File: src/rtl/sub6bit_serial_if.sv
// Request/result bundle for the bit-serial subtractor.
// The requester drives the master side; the subtractor drives the slave side.
interface sub6bit_serial_if #(
  parameter int unsigned WIDTH = 6
);
  logic             start;
  logic [WIDTH-1:0] in1;
  logic [WIDTH-1:0] in2;
  logic             busy;
  logic             done;
  logic [WIDTH-1:0] diff;
  logic             bout;
  logic             zero;

  modport master (
    output start, in1, in2,
    input  busy, done, diff, bout, zero
  );

  modport slave (
    input  start, in1, in2,
    output busy, done, diff, bout, zero
  );
endinterface

File: src/rtl/sub6bit_serial.sv
// Bit-serial unsigned subtractor: in1 - in2, one bit per clock, LSB first.
// A single full-subtractor cell plus a registered borrow; start/busy/done handshake.
module sub6bit_serial #(
  parameter int unsigned WIDTH = 6
) (
  input logic              clk,
  input logic              rst_n,
  sub6bit_serial_if.slave  bus
);

  localparam int unsigned CntW = $clog2(WIDTH + 1);

  typedef enum logic [0:0] {StIdle, StShift} state_e;

  state_e           state_q, state_d;
  logic [WIDTH-1:0] a_q, a_d;
  logic [WIDTH-1:0] b_q, b_d;
  logic [WIDTH-1:0] diff_q, diff_d;
  logic [CntW-1:0]  cnt_q, cnt_d;
  logic             br_q, br_d;
  logic             done_q, done_d;
  logic             bout_q, bout_d;
  logic             zero_q, zero_d;

  logic             d_bit;
  logic             br_next;
  logic [WIDTH-1:0] diff_shift;

  always_ff @(posedge clk) begin
    if (!rst_n) begin
      state_q <= StIdle;
      a_q     <= '0;
      b_q     <= '0;
      diff_q  <= '0;
      cnt_q   <= '0;
      br_q    <= 1'b0;
      done_q  <= 1'b0;
      bout_q  <= 1'b0;
      zero_q  <= 1'b0;
    end else begin
      state_q <= state_d;
      a_q     <= a_d;
      b_q     <= b_d;
      diff_q  <= diff_d;
      cnt_q   <= cnt_d;
      br_q    <= br_d;
      done_q  <= done_d;
      bout_q  <= bout_d;
      zero_q  <= zero_d;
    end
  end

  // Full-subtractor cell on the current LSBs
  assign d_bit      = a_q[0] ^ b_q[0] ^ br_q;
  assign br_next    = (~a_q[0] & b_q[0]) | (~(a_q[0] ^ b_q[0]) & br_q);
  assign diff_shift = {d_bit, diff_q[WIDTH-1:1]};

  always_comb begin
    state_d = state_q;
    a_d     = a_q;
    b_d     = b_q;
    diff_d  = diff_q;
    cnt_d   = cnt_q;
    br_d    = br_q;
    done_d  = 1'b0;
    bout_d  = bout_q;
    zero_d  = zero_q;

    unique case (state_q)
      StIdle: begin
        if (bus.start) begin
          state_d = StShift;
          a_d     = bus.in1;
          b_d     = bus.in2;
          br_d    = 1'b0;
          cnt_d   = '0;
        end
      end
      StShift: begin
        diff_d = diff_shift;
        a_d    = a_q >> 1;
        b_d    = b_q >> 1;
        br_d   = br_next;
        cnt_d  = cnt_q + 1'b1;
        if (cnt_q == CntW'(WIDTH - 1)) begin
          state_d = StIdle;
          done_d  = 1'b1;
          bout_d  = br_next;
          zero_d  = (diff_shift == '0);
        end
      end
      default: state_d = StIdle;
    endcase
  end

  assign bus.busy = (state_q == StShift);
  assign bus.done = done_q;
  assign bus.diff = diff_q;
  assign bus.bout = bout_q;
  assign bus.zero = zero_q;

endmodule

File: src/flat_wrapper.sv
// flat-port wrapper written by rule: the top's interface ports become plain ports
module sub6bit_serial_flat 
#(
  parameter int unsigned WIDTH = 6
)
  (clk, rst_n, bus_start, bus_in1, bus_in2, bus_busy, bus_done, bus_diff, bus_bout, bus_zero);
  sub6bit_serial_if #(.WIDTH(WIDTH)) bus_i ();
  input logic clk;
  input logic rst_n;
  input wire logic [$bits(bus_i.start)-1:0] bus_start;
  input wire logic [$bits(bus_i.in1)-1:0] bus_in1;
  input wire logic [$bits(bus_i.in2)-1:0] bus_in2;
  output wire logic [$bits(bus_i.busy)-1:0] bus_busy;
  output wire logic [$bits(bus_i.done)-1:0] bus_done;
  output wire logic [$bits(bus_i.diff)-1:0] bus_diff;
  output wire logic [$bits(bus_i.bout)-1:0] bus_bout;
  output wire logic [$bits(bus_i.zero)-1:0] bus_zero;
  assign bus_i.start = bus_start;
  assign bus_i.in1 = bus_in1;
  assign bus_i.in2 = bus_in2;
  assign bus_busy = bus_i.busy;
  assign bus_done = bus_i.done;
  assign bus_diff = bus_i.diff;
  assign bus_bout = bus_i.bout;
  assign bus_zero = bus_i.zero;
  sub6bit_serial #(.WIDTH(WIDTH)) u_core (.clk(clk), .rst_n(rst_n), .bus(bus_i));
endmodule
File: config.mk
export PLATFORM = sky130hd
export DESIGN_NAME = sub6bit_serial_flat
export DESIGN_NICKNAME = d
export VERILOG_FILES = /design/src/rtl/sub6bit_serial_if.sv /design/src/rtl/sub6bit_serial.sv /design/src/flat_wrapper.sv
export SDC_FILE = /design/constraint.sdc
export NUM_CORES = 1
export LEC_CHECK = 0
export BUFFER_PORTS_ARGS = -buffer_cell sky130_fd_sc_hd__buf_2
export CAP_MARGIN = 40
export CORE_ASPECT_RATIO = 0.75
export CORE_MARGIN = 8
export CORE_UTILIZATION = 47
export DETAILED_ROUTE_END_ITERATION = 8
export HOLD_SLACK_MARGIN = 0.12
export PLACE_DENSITY = 0.74
export RECOVER_POWER = 25
export SLEW_MARGIN = 15
export SYNTH_ARGS = -nofsm -noshare
export SYNTH_HDL_FRONTEND = slang
export SYNTH_SLANG_ARGS = --single-unit
File: constraint.sdc
create_clock -name clk -period 1.35 [get_ports clk]
set_clock_uncertainty 0.05 [all_clocks]
set_input_delay 0.27 -clock clk [delete_from_list [all_inputs] [get_ports clk]]
set_output_delay 0.27 -clock clk [all_outputs]
set_load 0.005 [all_outputs]
=== Word-level counts from Yosys, hierarchy flattened ===
Cells that the tools add are included.
W data, S select, Z words.

* Word-level logic and storage cells: 35
* Output and inout port bits: 10
* Input bits: 15
* Bits in registers: 26

* Multiplexer cells: 12
* Reductions and logical operators: 3
* Eq/ne operators: 2
* $add $sub $neg: 1
* Bitwise gates (word level): 8

{| class="wikitable"
|+ Operators by type and width
! cell !! number
|-
| $pmux W6 S2 || 2
|-
| $mux W6 || 2
|-
| $logic_not A6 Y1 || 1
|-
| $pmux W3 S2 || 1
|-
| $mux W1 || 4
|-
| $pmux W1 S2 || 2
|-
| $reduce_and A2 Y1 || 2
|-
| $add A3 B1 Y3 const B || 1
|-
| $eq A3 B3 Y1 const B || 1
|-
| $mux W3 || 1
|-
| $not A1 Y1 || 3
|-
| $and A1 B1 Y1 || 2
|-
| $ne A2 B2 Y1 const B || 1
|-
| $xor A1 B1 Y1 || 2
|-
| $or A1 B1 Y1 || 1
|}

=== Depth between registers and ports, before layout ===
* Depth in word-level cells: 5
* Mapped depth: 6
* Gate-level depth less buffers: 5

=== Least setup slack after synthesis ===
Ideal clock, no wire load.

* Path kind: flip-flop to flip-flop
* Start: reg u_core.b_q[0]
* End: reg u_core.zero_q, in the netlist u_core.bus.zero
* Period minus slack after synthesis: 1.377 ns
* Stages on the path, launching flop included: 6
* Buffers on the path: 0
* Setup slack: -0.027 ns
* Library setup time: 0.074 ns
* Required time: 1.226 ns
* Arrival: 1.252 ns
* Cell sequence: dfxtp_1 -> inv_1 -> fa_1 -> nor4_1 -> nand4_1 -> o21ai_0

* Word-level cells in the longest chain between the ends: 3

{| class="wikitable"
|+ RTL lines
! item !! line !! text
|-
| start: declaration || sub6bit_serial.sv:17 || <nowiki>logic [WIDTH-1:0] b_q, b_d;</nowiki>
|-
| start signal: assignment || sub6bit_serial.sv:33 || <nowiki>b_q <= '0;</nowiki>
|-
| start signal: assignment || sub6bit_serial.sv:43 || <nowiki>b_q <= b_d;</nowiki>
|-
| $xor A1 B1 Y1 (2 in a row) || sub6bit_serial.sv:54 || <nowiki>assign d_bit = a_q[0] ^ b_q[0] ^ br_q;</nowiki>
|-
| named net u_core.d_bit || sub6bit_serial.sv:25 || <nowiki>logic d_bit;</nowiki>
|-
| $logic_not A6 Y1 || sub6bit_serial.sv:89 || <nowiki>zero_d = (diff_shift == '0);</nowiki>
|-
| end signal: assignment || sub6bit_serial.sv:49 || <nowiki>zero_q <= zero_d;</nowiki>
|-
| end: declaration || sub6bit_serial.sv:23 || <nowiki>logic zero_q, zero_d;</nowiki>
|}

The timed path passes the listed nets, and every way through them passes these cells.
A chain may end at the register's enable or synchronous reset.

=== Final worst setup path ===
Ends and elaborated chain as after synthesis.

==> metrics.md <==
| Metric | Value |
|---|---|
| Grt met1 use | `0.116` |
| Crit path launch type | `flop` |
| Worst Path Max Fanout | `2` |
| Failing checks | `negative setup slack` |
| Placer congestion estimate | `0.729` |
| WHS Endpoint | `u_core.b_q[5]` |
| Met2 global-route usage | `0.199` |
| GRT overflow | `0` |
| Rows | `15` |
| Number of H-tree levels | `1` |
| IO Pins | `25` |
| First-pass GRT wire length | `between 3000 and 4000 um` |
| Sequential power share | `0.544` |
| Post-synthesis xor/xnor area fraction | `0.00735` |
| Hold_buf cts | `0` |
| Crit path cell chain | `inv_2, fa_1, nor4_1, nand4_1, o21ai_1` |
| Slew headroom | `0.749` |
| Fill cells | `about 220` |
| RSZ-0062 raised after global routing | `yes` |
| Mux cell area share after synthesis | `0.151` |
| Power, Total | `0.00150 W` |
| Avg Cell Area, Syn | `9.77 um2` |
| Setup ws final | `-0.0345 ns` |
| Clk sinks | `26` |
| Crit share post-route | `1.03` |
| P_leak | `0.618 nW` |
| Placed Instances | `176` |
| Met3 Use GR | `0.0372` |
| Vias in the first global route | `883` |
| Initial cell density of the core | `0.508` |
| Clk_lat worst skew | `0.31 ns` |
| Post-Syn Area | `1190 um2` |
| Routed WL | `2200 um` |
| Drt first pass iters | `4` |
| Slowest stage cell on the critical path | `fa_1` |
| # port buffers | `24` |
| Layout area overhead | `13.5%` |
| PD cells | `roughly 1100 nW/um2` |
| Largest net degree at the start of global routing | `27` |
| Diodes inserted | `0` |
| Non-Filler Instances | `180` |
| Reg-to-reg endpoint | `u_core.bus.zero` |
| Most Used Layer, Global Route | `met2` |
| Yosys synthesis warning count | `0` |
| Hold Violations, Final | `0` |
| DRC violations left | `0` |
| Core area | `about 2300 um2` |
| Routed wire per std cell | `~12 um` |
| Hold/Removal Path Class | `in -> reg` |
| Hold path start | `bus_in2[5]` |
| Initial antenna violation count | `0` |
| Post-route antenna net violation count | `0` |
| Clock Root Buffer | `clkbuf_4` |
| Critical path endpoint category | `flop` |
| Worst R2R Path Depth | `5` |
| Main combinational cell family by area after synthesis | `simple AND/OR/NAND/NOR gates` |
| Die Span Y | `59.6 um` |
| # setup viols final | `1` |
| Layout cells sized above 1 | `0.240` |
| Die Area | `roughly 4400 um2` |
| CTS tree | `done` |
| Clock transition at the registers of the reported paths | `0.13 ns` |
| Achievable Freq | `roughly 720 MHz` |
| Post-synthesis simple-gate area fraction | `0.203` |
| Synth Net Count | `140` |
| Fraction of the mapped netlist area in adder cells | `0.0378` |
| FF+latch count, synth | `26` |
| Nets | `165` |
| Sw Share | `0.213` |
| P_sw | `0.000320 W` |
| Gr usage total | `0.109` |
| Post-Syn Instances | `between 100 and 150` |
| Hold path depth | `3` |
| Die X | `roughly 74 um` |
| Comb pwr share | `0.111` |
| Drt initial violations | `47` |
| Number of buffers created by CTS | `3` |
| Via density | `4.79` |
| Largest stage delay on the critical path | `roughly 0.5 ns` |
| Maxcap violations | `0` |
| Peak VDD IR | `736 uV` |
| Reg2reg start | `u_core.b_q[0]` |
| Final HPWL DP | `1590 um` |
| Sequential element share of the synthesized area | `0.437` |
| Critical Path RT | `~1.6 ns` |
| Crit path DAT | `1.60 ns` |
| Final Slew Violations | `0` |
| Status | `finished, violations left` |
| Slew @ Worst Pin | `0.377 ns` |
| Clock Path Buffers | `2` |
| Synth Area in Compound Gates | `0.0818` |
| Vias | `roughly 860` |
| Critical path class | `reg -> reg` |
| Clock power share | `0.345` |
| Flop2flop setup slack | `-0.03 ns` |
| Minimum clock period after layout | `1.38 ns` |
| Synth unique cells | `27` |
| Int Pwr | `0.00118 W` |
## cell usage in the layout, fill, tap and decap left out
cell type,count
a21oi_1,1
and2_1,11
and3_1,1
buf_2,24
buf_4,3
bufinv_16,1
clkbuf_2,2
clkbuf_4,3
dfxtp_1,25
dfxtp_2,1
fa_1,1
ha_1,2
inv_1,2
inv_2,1
mux2i_1,18
nand2_1,12
nand2b_1,1
nand4_1,1
nor2_1,4
nor2b_1,10
nor3_1,2
nor3b_1,2
nor4_1,1
o211a_1,1
o21a_1,3
o21ai_0,8
o21ai_1,4
xor2_1,1
## cells by family (layout without fill, tap and decap cells)
kind of cell,Yosys count,count (layout)
multiplexers,18,18
AND/OR/NAND/NOR,45,45
AO/OA/AOI/OAI,17,17
flip-flops,26,26
adder cells (fa/ha/maj),3,3
buffers and inverters,12,36
XOR/XNOR,1,1
## per-stage QoR
stage	area [um2]	worst slack, ns	utilization	hold slack [ns]	TNS (ns)
finish	1350	-0.0345	0.577	0.139	-0.0345
global route	1350	-0.129	0.577	0.136	-0.166
CTS	1360	-0.0413	0.579	0.134	-0.0413
detailed placement	1310	-0.0477	0.556	0.425	-0.0477
global placement	1310	0.0226	0.556	0.399	0
floorplan	1190	0.0622	-	0.348	0
## per-layer routing
| metal | part of all wire | wire length, um | vias up |
|---|---|---|---|
| met5 | 0 | 0 | - |
| met4 | 0.0064 | 14 | 0 |
| met3 | 0.033 | 72 | 2 |
| met2 | 0.49 | 1080 | 14 |
| met1 | 0.47 | 1040 | 396 |
| li1 | - | - | 450 |
## what timing repair did
item	CTS	global route
endpoints found under the setup margin	1	2
pin swaps	0	0
gates cloned	0	0
buffers inserted	0	0
gates resized for setup	3	1
## worst max-delay path by stage
| stage | from | endpoint | slack [ns] | cells past startpoint |
|---|---|---|---|---|
| global placement | u_core.b_q[0] | u_core.bus.zero | 0.02 | 5 |
| detailed placement | u_core.b_q[0] | u_core.bus.zero | -0.05 | 5 |
| finish | u_core.b_q[0] | u_core.bus.zero | -0.03 | 5 |
| floorplan | u_core.b_q[0] | u_core.bus.zero | 0.06 | 5 |
| global route | u_core.b_q[0] | u_core.bus.zero | -0.13 | 5 |
| CTS | u_core.b_q[0] | u_core.bus.zero | -0.04 | 5 |
## Yosys cell counts
cell type / instances / area share
buf_2: 2 / 0.0084
buf_6: 3 / 0.028
o21ai_1: 3 / 0.013
a21oi_1: 1 / 0.0042
clkbuf_2: 1 / 0.0042
nor3b_1: 2 / 0.013
and2_1: 11 / 0.058
o211a_1: 1 / 0.0084
nor2_1: 4 / 0.013
nand4_1: 1 / 0.0052
nor4_1: 1 / 0.0052
nor2b_1: 10 / 0.052
fa_1: 1 / 0.017
buf_12: 1 / 0.017
o21a_1: 3 / 0.019
and3_1: 1 / 0.0052
nand2_1: 12 / 0.038
mux2i_1: 18 / 0.15
nor3_1: 2 / 0.0084
nand2b_1: 1 / 0.0052
dfxtp_1: 26 / 0.44
clkbuf_1: 1 / 0.0031
buf_8: 1 / 0.013
inv_1: 3 / 0.0094
xor2_1: 1 / 0.0073
ha_1: 2 / 0.021
o21ai_0: 9 / 0.038
## power by group through the flow
stage                     sequential, W  clock (W)  combinational [W]
after global routing           0.000823   0.000562           0.000187
after global placement         0.000832          0           0.000164
after detailed placement       0.000834          0           0.000168
final                          0.000818   0.000519           0.000166
after floorplan                0.000829          0           0.000137
after CTS                      0.000818   0.000537           0.000171
## registers in the layout, summed over array words and instances (netlist names)
register and count:
u_core.b_q 6, u_core.bus.busy 1, u_core.bus.done 1, u_core.a_q 6, u_core.br_q 1, u_core.bus.diff 6, u_core.bus.bout 1, u_core.bus.zero 1
u_core.cnt_q 3
## worst max-delay path, delay by kind of cell (launching register included)
kind | cells | cell delay (ns)
flip-flops | 1 | 0.36
buffers and inverters | 1 | 0.04
AO/OA/AOI/OAI | 1 | 0.09
AND/OR/NAND/NOR | 2 | 0.30
adder cells (fa/ha/maj) | 1 | 0.49
## layout make-up
cell class | instances | area, um2 | share of cell area
Sequential cell | 26 | 522 | 0.385
Timing Repair Buffer | 29 | 153 | 0.113
Clock inverter | 1 | 30.0 | 0.0222
Clock buffer | 3 | 22.5 | 0.0166
Inverter | 3 | 11.3 | 0.00832
Multi-Input combinational cell | 84 | 573 | 0.423
Tap cell | 34 | 42.5 | 0.0314
Power figures use the tool's default switching activity.
